## config.mk

```make
export PLATFORM = sky130hd
export DESIGN_NAME = uart_receiver
export DESIGN_NICKNAME = d
export VERILOG_FILES = /design/src/rtl/uart_defs_pkg.sv /design/src/rtl/uart_sync_edge.sv /design/src/rtl/uart_receiver.sv
export SDC_FILE = /design/constraint.sdc
export NUM_CORES = 1
export LEC_CHECK = 0
export CAP_MARGIN = 20
export CORE_MARGIN = 2
export CORE_UTILIZATION = 45
export DETAILED_ROUTE_END_ITERATION = 7
export PLACE_DENSITY = 0.63
export SYNTH_ARGS = -nofsm -noshare
export SYNTH_HDL_FRONTEND = slang
export SYNTH_SLANG_ARGS = --single-unit
```

## constraint.sdc

```tcl
create_clock -name clock_160KHz -period 4.6 [get_ports clock_160KHz]
set_input_delay 0.69 -clock clock_160KHz [delete_from_list [all_inputs] [get_ports clock_160KHz]]
set_output_delay 0.69 -clock clock_160KHz [all_outputs]
set_load 0.005 [all_outputs]
```

## src/rtl/uart_defs_pkg.sv

```systemverilog
// Shared UART definitions: frame geometry and receiver/transmitter state encodings.
package uart_defs_pkg;

    localparam int DATA_BITS      = 8;
    localparam int OVERSAMPLE_DEF = 16;

    typedef enum logic [2:0] {
        ST_IDLE  = 3'd0,
        ST_START = 3'd1,
        ST_DATA  = 3'd2,
        ST_STOP  = 3'd3,
        ST_BREAK = 3'd4
    } uart_state_t;

endpackage

```

## src/rtl/uart_sync_edge.sv

```systemverilog
// Two-flop synchroniser for an asynchronous input plus a registered copy for falling-edge detect.
module uart_sync_edge #(
    parameter logic RESET_VAL = 1'b1
) (
    input  logic clk,
    input  logic rst_n,
    input  logic din,
    output logic level,
    output logic fall
);

    logic meta;
    logic sync;
    logic prev;

    always_ff @(posedge clk or negedge rst_n) begin
        if (!rst_n) begin
            meta <= RESET_VAL;
            sync <= RESET_VAL;
            prev <= RESET_VAL;
        end else begin
            meta <= din;
            sync <= meta;
            prev <= sync;
        end
    end

    assign level = sync;
    assign fall  = prev & ~sync;

endmodule

```

## src/rtl/uart_receiver.sv

```systemverilog
// 8N1 UART receiver: oversampled mid-bit sampling, hold-until-read byte handshake,
// frame-error pulse and sticky overrun flag.
module uart_receiver
    import uart_defs_pkg::*;
#(
    parameter int OVERSAMPLE = OVERSAMPLE_DEF
) (
    input  logic       clock_160KHz,
    input  logic       Reset_n,
    input  logic       TXD,
    input  logic       RX_Read,
    output logic [7:0] RX_data,
    output logic       Data_Available,
    output logic       Frame_Error,
    output logic       Overrun
);

    localparam int TW = $clog2(OVERSAMPLE);
    localparam int BW = $clog2(DATA_BITS);
    localparam logic [TW-1:0] TICK_LAST = TW'(OVERSAMPLE - 1);
    localparam logic [TW-1:0] TICK_MID  = TW'(OVERSAMPLE / 2 - 1);
    localparam logic [BW-1:0] BIT_LAST  = BW'(DATA_BITS - 1);

    uart_state_t          state, state_nxt;
    logic [TW-1:0]        tick, tick_nxt;
    logic [BW-1:0]        bit_idx, bit_nxt;
    logic [DATA_BITS-1:0] shreg;
    logic                 line, line_fall;
    logic                 shift_en, capture, frame_err;

    uart_sync_edge #(.RESET_VAL(1'b1)) u_sync (
        .clk   (clock_160KHz),
        .rst_n (Reset_n),
        .din   (TXD),
        .level (line),
        .fall  (line_fall)
    );

    always_ff @(posedge clock_160KHz or negedge Reset_n) begin
        if (!Reset_n) begin
            state   <= ST_IDLE;
            tick    <= '0;
            bit_idx <= '0;
        end else begin
            state   <= state_nxt;
            tick    <= tick_nxt;
            bit_idx <= bit_nxt;
        end
    end

    always_comb begin
        state_nxt = state;
        tick_nxt  = tick + 1'b1;
        bit_nxt   = bit_idx;
        shift_en  = 1'b0;
        capture   = 1'b0;
        frame_err = 1'b0;
        case (state)
            ST_IDLE: begin
                tick_nxt = '0;
                if (line_fall) state_nxt = ST_START;
            end
            ST_START: begin
                if (tick == TICK_MID) begin
                    tick_nxt  = '0;
                    bit_nxt   = '0;
                    // A high line at mid start bit is a glitch, not a frame
                    state_nxt = line ? ST_IDLE : ST_DATA;
                end
            end
            ST_DATA: begin
                if (tick == TICK_LAST) begin
                    tick_nxt = '0;
                    shift_en = 1'b1;
                    if (bit_idx == BIT_LAST) state_nxt = ST_STOP;
                    else                     bit_nxt   = bit_idx + 1'b1;
                end
            end
            ST_STOP: begin
                if (tick == TICK_LAST) begin
                    tick_nxt = '0;
                    if (line) begin
                        capture   = 1'b1;
                        state_nxt = ST_IDLE;
                    end else begin
                        frame_err = 1'b1;
                        state_nxt = ST_BREAK;
                    end
                end
            end
            ST_BREAK: begin
                tick_nxt = '0;
                if (line) state_nxt = ST_IDLE;
            end
            default: begin
                tick_nxt  = '0;
                state_nxt = ST_IDLE;
            end
        endcase
    end

    always_ff @(posedge clock_160KHz or negedge Reset_n) begin
        if (!Reset_n) begin
            shreg          <= '0;
            RX_data        <= '0;
            Data_Available <= 1'b0;
            Frame_Error    <= 1'b0;
            Overrun        <= 1'b0;
        end else begin
            Frame_Error <= frame_err;
            if (shift_en) shreg <= {line, shreg[DATA_BITS-1:1]};
            if (capture) begin
                // A read landing on the capture cycle consumes the old byte, so no overrun
                RX_data        <= shreg;
                Data_Available <= 1'b1;
                if (RX_Read)             Overrun <= 1'b0;
                else if (Data_Available) Overrun <= 1'b1;
            end else if (RX_Read && Data_Available) begin
                Data_Available <= 1'b0;
                Overrun        <= 1'b0;
            end
        end
    end

endmodule

```

==> results by group, run 1 <==
Outcome
  • Status: complete, no violations

Setup path
  • Worst EP arrival: 1.22 ns
  • Crit-path max FO: 3
  • Critical Path End Type: output port
  • CP Buf/Inv Count: 1
  • Critical path type: reg -> out
  • R2R cell count: 4
  • Critical Path Max Stage Delay: 0.51 ns
  • Critical Path RT: 3.91 ns
  • Slowest CP cell: clkdlybuf4s50_1
  • Startpoint Class: flop
  • Crit path cell chain: clkdlybuf4s50_1
  • Cell depth of the worst setup path: 1
  • Crit-path leading delay family: buffers and inverters

Global routing
  • Global Route Usage Sum: 15.7%
  • Grt ovf: 0
  • Initial antenna violation count: 0
  • Largest net degree at the start of global routing: 33
  • Number of global-route vias before repair: 870
  • First-pass GRT wire length: 3.97 mm

Logic synthesis
  • Synth Flop Type: dfrtp_1
  • Mapped Area: 1360 sq um
  • Top cells by count, synth: dfrtp_1, mux2_2, nand2_1
  • Ys async rst share: 100%
  • Post-synth EDFFs: 0
  • Synthesized instance count: 104
  • Syn_nets: 111
  • Yosys top cell area share: 53.2%
  • Yosys reg bits: 32
  • Ranking of synthesized cells by area: dfrtp_1, mux2_2, dfstp_2, ha_1, mux2i_1
  • Synthesis Warnings: 0
  • Synth unique cells: 31
  • Synth area leader: dfrtp_1
  • Avg Inst Size Synth: 13.1 sq um
  • Most numerous cell in the Yosys netlist: dfrtp_1
  • Seq/Total Area, Yosys: 59.0%

Placement
  • DP Worst Slack: 2.74 ns
  • GP Congestion: 0.726
  • Post-DP HPWL: 1.50 mm
  • IO Port Bufs: 14

Clocking
  • Clock Latency Late Sink: 0.33 ns
  • Root buffer cell: clkbuf_4
  • CTS tree: built
  • Post-CTS Setup Inserts: 0
  • Post-CTS resize count: 0
  • Clock tree buffer depth: 2
  • CTS Sinks: 32
  • H-Tree Depth: 2
  • Num CTS Buffers: 5
  • Clock transition at path regs: 0.10 ns
  • CTS Hold Buffers Added: 0

Power and ir drop
  • Switching power: 0.000192 W
  • Peak VDD IR: 0.000198 V
  • Sequential power share: 55.0%
  • P_int: 0.000461 W
  • Sw Ratio: 29.4%
  • Share of power burned in combinational logic: 17.3%
  • Power Density: 414 nW/um^2
  • LEAKAGE: 0.749 nW
  • Clock power frac: 27.7%

Route
  • Post-DRT Antenna Nets: 0
  • Number of remaining DRC errors: 0
  • DRT Pass-1 Iters: 4
  • Routed vias/inst: 5.49
  • Routed len/inst: 14.4 microns
  • Initial DRC count: 25
  • Total routed wirelength: 2.21 mm
  • Total number of vias: 840

Die
  • DIE HEIGHT: 59.1 microns
  • Initial Utilization: 48.2%
  • Num ports: 15
  • Die ar.: 3490 sq um
  • # rows: 19
  • Core region area: 2830 sq um
  • Die span in x: 59.1 microns

Timing
  • Final worst path period share: 41.6%
  • Max-slew headroom: 72.8%
  • Final hold violation count: 0
  • Setup TNS: 0 ns
  • Slew of the pin with the lowest slew margin: 0.409 ns
  • Crit path time final: 1.91 ns
  • Max Fclk: 523 MHz
  • Worst Setup Slack, final: 2.69 ns
  • RSZ-0062 raised after global routing: no
  • Worst clock skew: 0.0106 ns
  • Hold_ws: 0.361 ns
  • Final setup fails: 0
  • Slew Limit Fails: 0

Min path
  • WHS Path Cells: 0
  • Worst min-delay path category: reg -> reg

Finish
  • Share of layout cells above drive strength 1: 23.0%
  • Syn-to-layout area delta: 15.8%
  • Final Util: 55.8%
  • Fillers: 240
  • Ant diodes: 0
  • Nets: 128

Job
  • Max-Cap Viols: 0
## layout by cell type (no fill, tap or decap)
| cell type | count |
|---|---|
| nor3_1 | 1 |
| clkbuf_1 | 1 |
| o21ai_0 | 3 |
| and2_1 | 2 |
| nor2_1 | 3 |
| clkbuf_8 | 2 |
| dfrtp_1 | 29 |
| and3_1 | 3 |
| nor4_1 | 2 |
| nand2b_1 | 1 |
| ha_1 | 3 |
| a21oi_1 | 4 |
| a211oi_1 | 1 |
| xnor2_1 | 2 |
| inv_1 | 2 |
| clkbuf_4 | 5 |
| nor3b_1 | 3 |
| nand3_1 | 4 |
| clkdlybuf4s50_1 | 14 |
| mux2i_1 | 3 |
| and4b_4 | 1 |
| a31oi_1 | 1 |
| a221oi_1 | 1 |
| xor2_1 | 1 |
| mux2_4 | 1 |
| dfstp_2 | 3 |
| or3_1 | 1 |
| buf_4 | 1 |
| nand2_1 | 5 |
| and3b_1 | 1 |
| mux2_2 | 15 |
| o22ai_1 | 2 |
| nand3b_1 | 1 |
## layer usage
metal | GRT usage [%] | share of wire [%] | vias to the layer above
met4 | 7.79 | 2.0 | 0
met5 | 0 | 0 | -
met2 | 22.2 | 43 | 17
met3 | 6.11 | 4.7 | 5
met1 | 21.0 | 50 | 416
li1 | - | - | 402
## worst paths after layout
path	start	endpoint	slack, ns
worst max-delay path	Data_Available	Data_Available	2.69
worst min register to register	u_sync.meta	u_sync.level	0.36
min in group asynchronous	Reset_n	bit_idx[2]	0.74
worst max register to register	tick[0]	shreg[0]	2.73
worst min-delay path	u_sync.meta	u_sync.level	0.36
max in group asynchronous	Reset_n	u_sync.prev	3.54
## flip-flops by register name (all words and copies together), names as in the netlist, 3 cells and up
register and flops:
RX_data 8, state 3, shreg 8, tick 4
bit_idx 3
## final cells by class
cell class / instances / area, sq um / area share, %
clock buffers: 8 / 68.8 / 4.36
inverters: 2 / 7.51 / 0.475
multi-input cells: 65 / 512 / 32.4
flip-flops and latches: 32 / 805 / 51.0
well taps: 31 / 38.8 / 2.46
repair buffers: 15 / 148 / 9.35
## metrics by stage
step | power (W) | cell area [sq um] | cells
4_1_cts | 0.000661 | 1580 | 153
5_1_grt | 0.000695 | 1580 | 153
3_3_place_gp | 0.000472 | 1510 | 145
6_report | 0.000653 | 1580 | 153
3_5_place_dp | 0.000478 | 1510 | 145
2_1_floorplan | 0.000446 | 1360 | 104
## cell families (layout without fill, tap and decap cells)
group | after synthesis | count (layout) | synth area share, %
DFF | 32 | 32 | 59.0
buffers and inverters | 7 | 25 | 3.49
xor gates and xnor gates | 3 | 3 | 1.93
adders and majority gates | 3 | 3 | 2.75
AOI/OAI and AO/OA | 12 | 12 | 5.14
muxes | 19 | 19 | 15.7
and+or+nand+nor | 28 | 28 | 12.0
## power by group through the flow
stage          clock network (W)  logic [W]  registers, W
2_1_floorplan                  0   0.000109      0.000337
3_3_place_gp                   0   0.000108      0.000363
3_5_place_dp                   0   0.000113      0.000365
4_1_cts                 0.000188   0.000114      0.000360
5_1_grt                 0.000200   0.000129      0.000366
6_report                0.000181   0.000113      0.000360
Note: power is estimated with default switching activity, not from simulation.
==> run 2, diff against run 1 <==
--- a/config.mk
+++ b/config.mk
@@ -9,7 +9,7 @@
 export CORE_MARGIN = 2
 export CORE_UTILIZATION = 45
 export DETAILED_ROUTE_END_ITERATION = 7
-export PLACE_DENSITY = 0.63
+export PLACE_DENSITY = 0.66
 export SYNTH_ARGS = -nofsm -noshare
 export SYNTH_HDL_FRONTEND = slang
 export SYNTH_SLANG_ARGS = --single-unit
==> constraint.sdc (replaced) <==
create_clock -name clock_160KHz -period 1.6 [get_ports clock_160KHz]
set_input_delay 0.24 -clock clock_160KHz [delete_from_list [all_inputs] [get_ports clock_160KHz]]
set_output_delay 0.24 -clock clock_160KHz [all_outputs]
set_load 0.005 [all_outputs]
==> run 2 against run 1 <==
Net effect:
- cell area rose by 7.9%
- largest power group unchanged
- sequential cell count unchanged
- via count increased by 4.2%
- critical endpoint is now shreg[6]
- combinational power rose to 4.5 times the previous value
- wire length increased by 5.4%
- clock skew shrank 0.0023 ns
- core utilization is 4.4 points higher
==> results by group, run 2 (synthesized netlist as in run 1, its figures left out) <==
Outcome
  • Status: complete, no violations

Min path
  • Worst min-delay path category: in -> async

Setup path
  • Crit-path max FO: 8 (+5)
  • Critical Path RT: 1.82 ns (-2.09 ns)
  • Worst EP arrival: 1.78 ns (+0.56 ns)
  • Startpoint Class: flop
  • Critical path type: reg -> reg
  • Critical Path End Type: flop

Timing
  • Slew of the pin with the lowest slew margin: 0.363 ns (-0.0455 ns)
  • Final hold violation count: 0 (unchanged)
  • Slew Limit Fails: 0 (unchanged)
  • Max-slew headroom: 75.7% (+3.0 points)
  • Max Fclk: 639 MHz
  • Final setup fails: 0 (unchanged)
  • Final worst path period share: 97.8%
  • RSZ-0062 raised after global routing: yes
  • Crit path time final: 1.56 ns
  • Worst clock skew: 0.00826 ns (-0.00234 ns)

Die
  • Num ports: 15 (unchanged)
  • DIE HEIGHT: 59.1 microns (unchanged)
  • Core region area: 2830 sq um (unchanged)
  • # rows: 19 (unchanged)
  • Die span in x: 59.1 microns (unchanged)
  • Initial Utilization: 48.2% (unchanged)
  • Die ar.: 3490 sq um (unchanged)

Global routing
  • Grt ovf: 0 (unchanged)
  • First-pass GRT wire length: 4.02 mm (+1.4%)
  • Number of global-route vias before repair: 901 (+3.6%)
  • Global Route Usage Sum: 15.6% (-0.15 points)
  • Initial antenna violation count: 0 (unchanged)
  • Largest net degree at the start of global routing: 33 (unchanged)

Finish
  • Ant diodes: 0 (unchanged)
  • Syn-to-layout area delta: 25.0%
  • Nets: 139 (+8.6%)
  • Fillers: 223 (-7.1%)
  • Largest regs: RX_data (8), shreg (8), tick (4)
  • Storage element area: 805 sq um (unchanged)
  • Share of layout cells above drive strength 1: 30.1% (+7.1 points)
  • Most common cell after layout, fill and taps aside: dfrtp_1
  • Most frequent cells in the layout: dfrtp_1, mux2_2, clkdlybuf4s50_1
  • Final Util: 60.2% (+4.4 points)
  • Multi-input combinational cell area: 518 sq um (+1.2%)

Placement
  • IO Port Bufs: 14 (unchanged)
  • GP Congestion: 0.752 (+3.6%)
  • Post-DP HPWL: 1.67 mm (+11%)

Clocking
  • CTS Sinks: 32 (unchanged)
  • Root buffer cell: clkbuf_4
  • CTS tree: built
  • Num CTS Buffers: 5 (unchanged)
  • Clock Latency Late Sink: 0.32 ns (about the same)
  • Clock tree buffer depth: 2 (unchanged)
  • Clock transition at path regs: 0.10 ns (about the same)
  • H-Tree Depth: 2 (unchanged)

Route
  • Initial DRC count: 18 (-28%)
  • Total number of vias: 875 (+4.2%)
  • Top sig layer: met4
  • Met2 wire length: 1.06 mm (+11%)
  • Routed vias/inst: 5.34 (-2.8%)
  • Total routed wirelength: 2.33 mm (+5.4%)
  • Metal3 WL: 92 microns (-11%)
  • Number of remaining DRC errors: 0 (unchanged)
  • DRT Pass-1 Iters: 4 (unchanged)
  • Routed len/inst: 14.2 microns (-1.7%)
  • M1 wire length: 1.14 mm (+2.9%)
  • Post-DRT Antenna Nets: 0 (unchanged)

Power and ir drop
  • Power, Total: 0.00205 W (+210%)
  • Peak VDD IR: 0.000707 V (+260%)
  • Power Density: 1200 nW/um^2 (+190%)
  • LEAKAGE: 0.816 nW (+8.9%)

Job
  • Max-Cap Viols: 0 (unchanged)
-- run 2: through the flow --
step           setup WS (ns)  setup TNS (ns)  instances  area [sq um]  hold slack [ns]
6_report              0.0353               0        164          1700            0.268
2_1_floorplan         0.0212               0        104          1360          -0.0556
3_5_place_dp        -0.00739         -0.0186        154          1600            0.349
5_1_grt              -0.0366          -0.241        164          1700            0.284
4_1_cts               0.0177               0        163          1690            0.266
3_3_place_gp          0.0387               0        154          1600            0.346
-- run 2: cell type report --
type	count	area share [%]
Clock buffer	6	2.42
Clock inverter	2	2.06
Inverter	2	0.441
Multi-Input combinational cell	65	30.4
Sequential cell	32	47.2
Tap cell	31	2.28
Timing Repair Buffer	26	15.2
-- run 2: per-layer routing --
metal,global-route usage (%),vias to the layer above
met5,0,-
met4,6.82,0
met3,4.15,6
met2,23.0,13
met1,21.6,426
li1,-,430
-- run 2: timing repair --
item	CTS	global route
setup endpoints to repair	5	13
hold buffers	0	0
pin swaps	0	2
resized for setup	1	2
buffers inserted	1	1
-- run 2: path summary, 6_finish.rpt --
check / endpoint / slack, ns / from / depth (start not counted)
max in group asynchronous: u_sync.prev / 1.09 / Reset_n / 2
min: RX_data[0] / 0.27 / Reset_n / 2
min in group clock_160KHz: u_sync.meta / 0.32 / TXD / 1
max: shreg[6] / 0.04 / tick[1] / 5
min reg2reg: u_sync.level / 0.36 / u_sync.meta / 0
max reg2reg: shreg[6] / 0.04 / tick[1] / 5
-- run 2: worst max-delay path, cell delays in order, from the launching register on --
cell     delay, ns
dfrtp_1       0.37
ha_2          0.18
and4b_4       0.25
and3b_1       0.18
buf_6         0.15
mux2_2        0.34
-- run 2: report_power, final --
part	switching [W]	internal, W	total [W]
clock network	0.000254	0.000327	0.000581
registers	0.0000603	0.000898	0.000958
logic	0.000248	0.000262	0.000510
total	0.000562	0.00149	0.00205
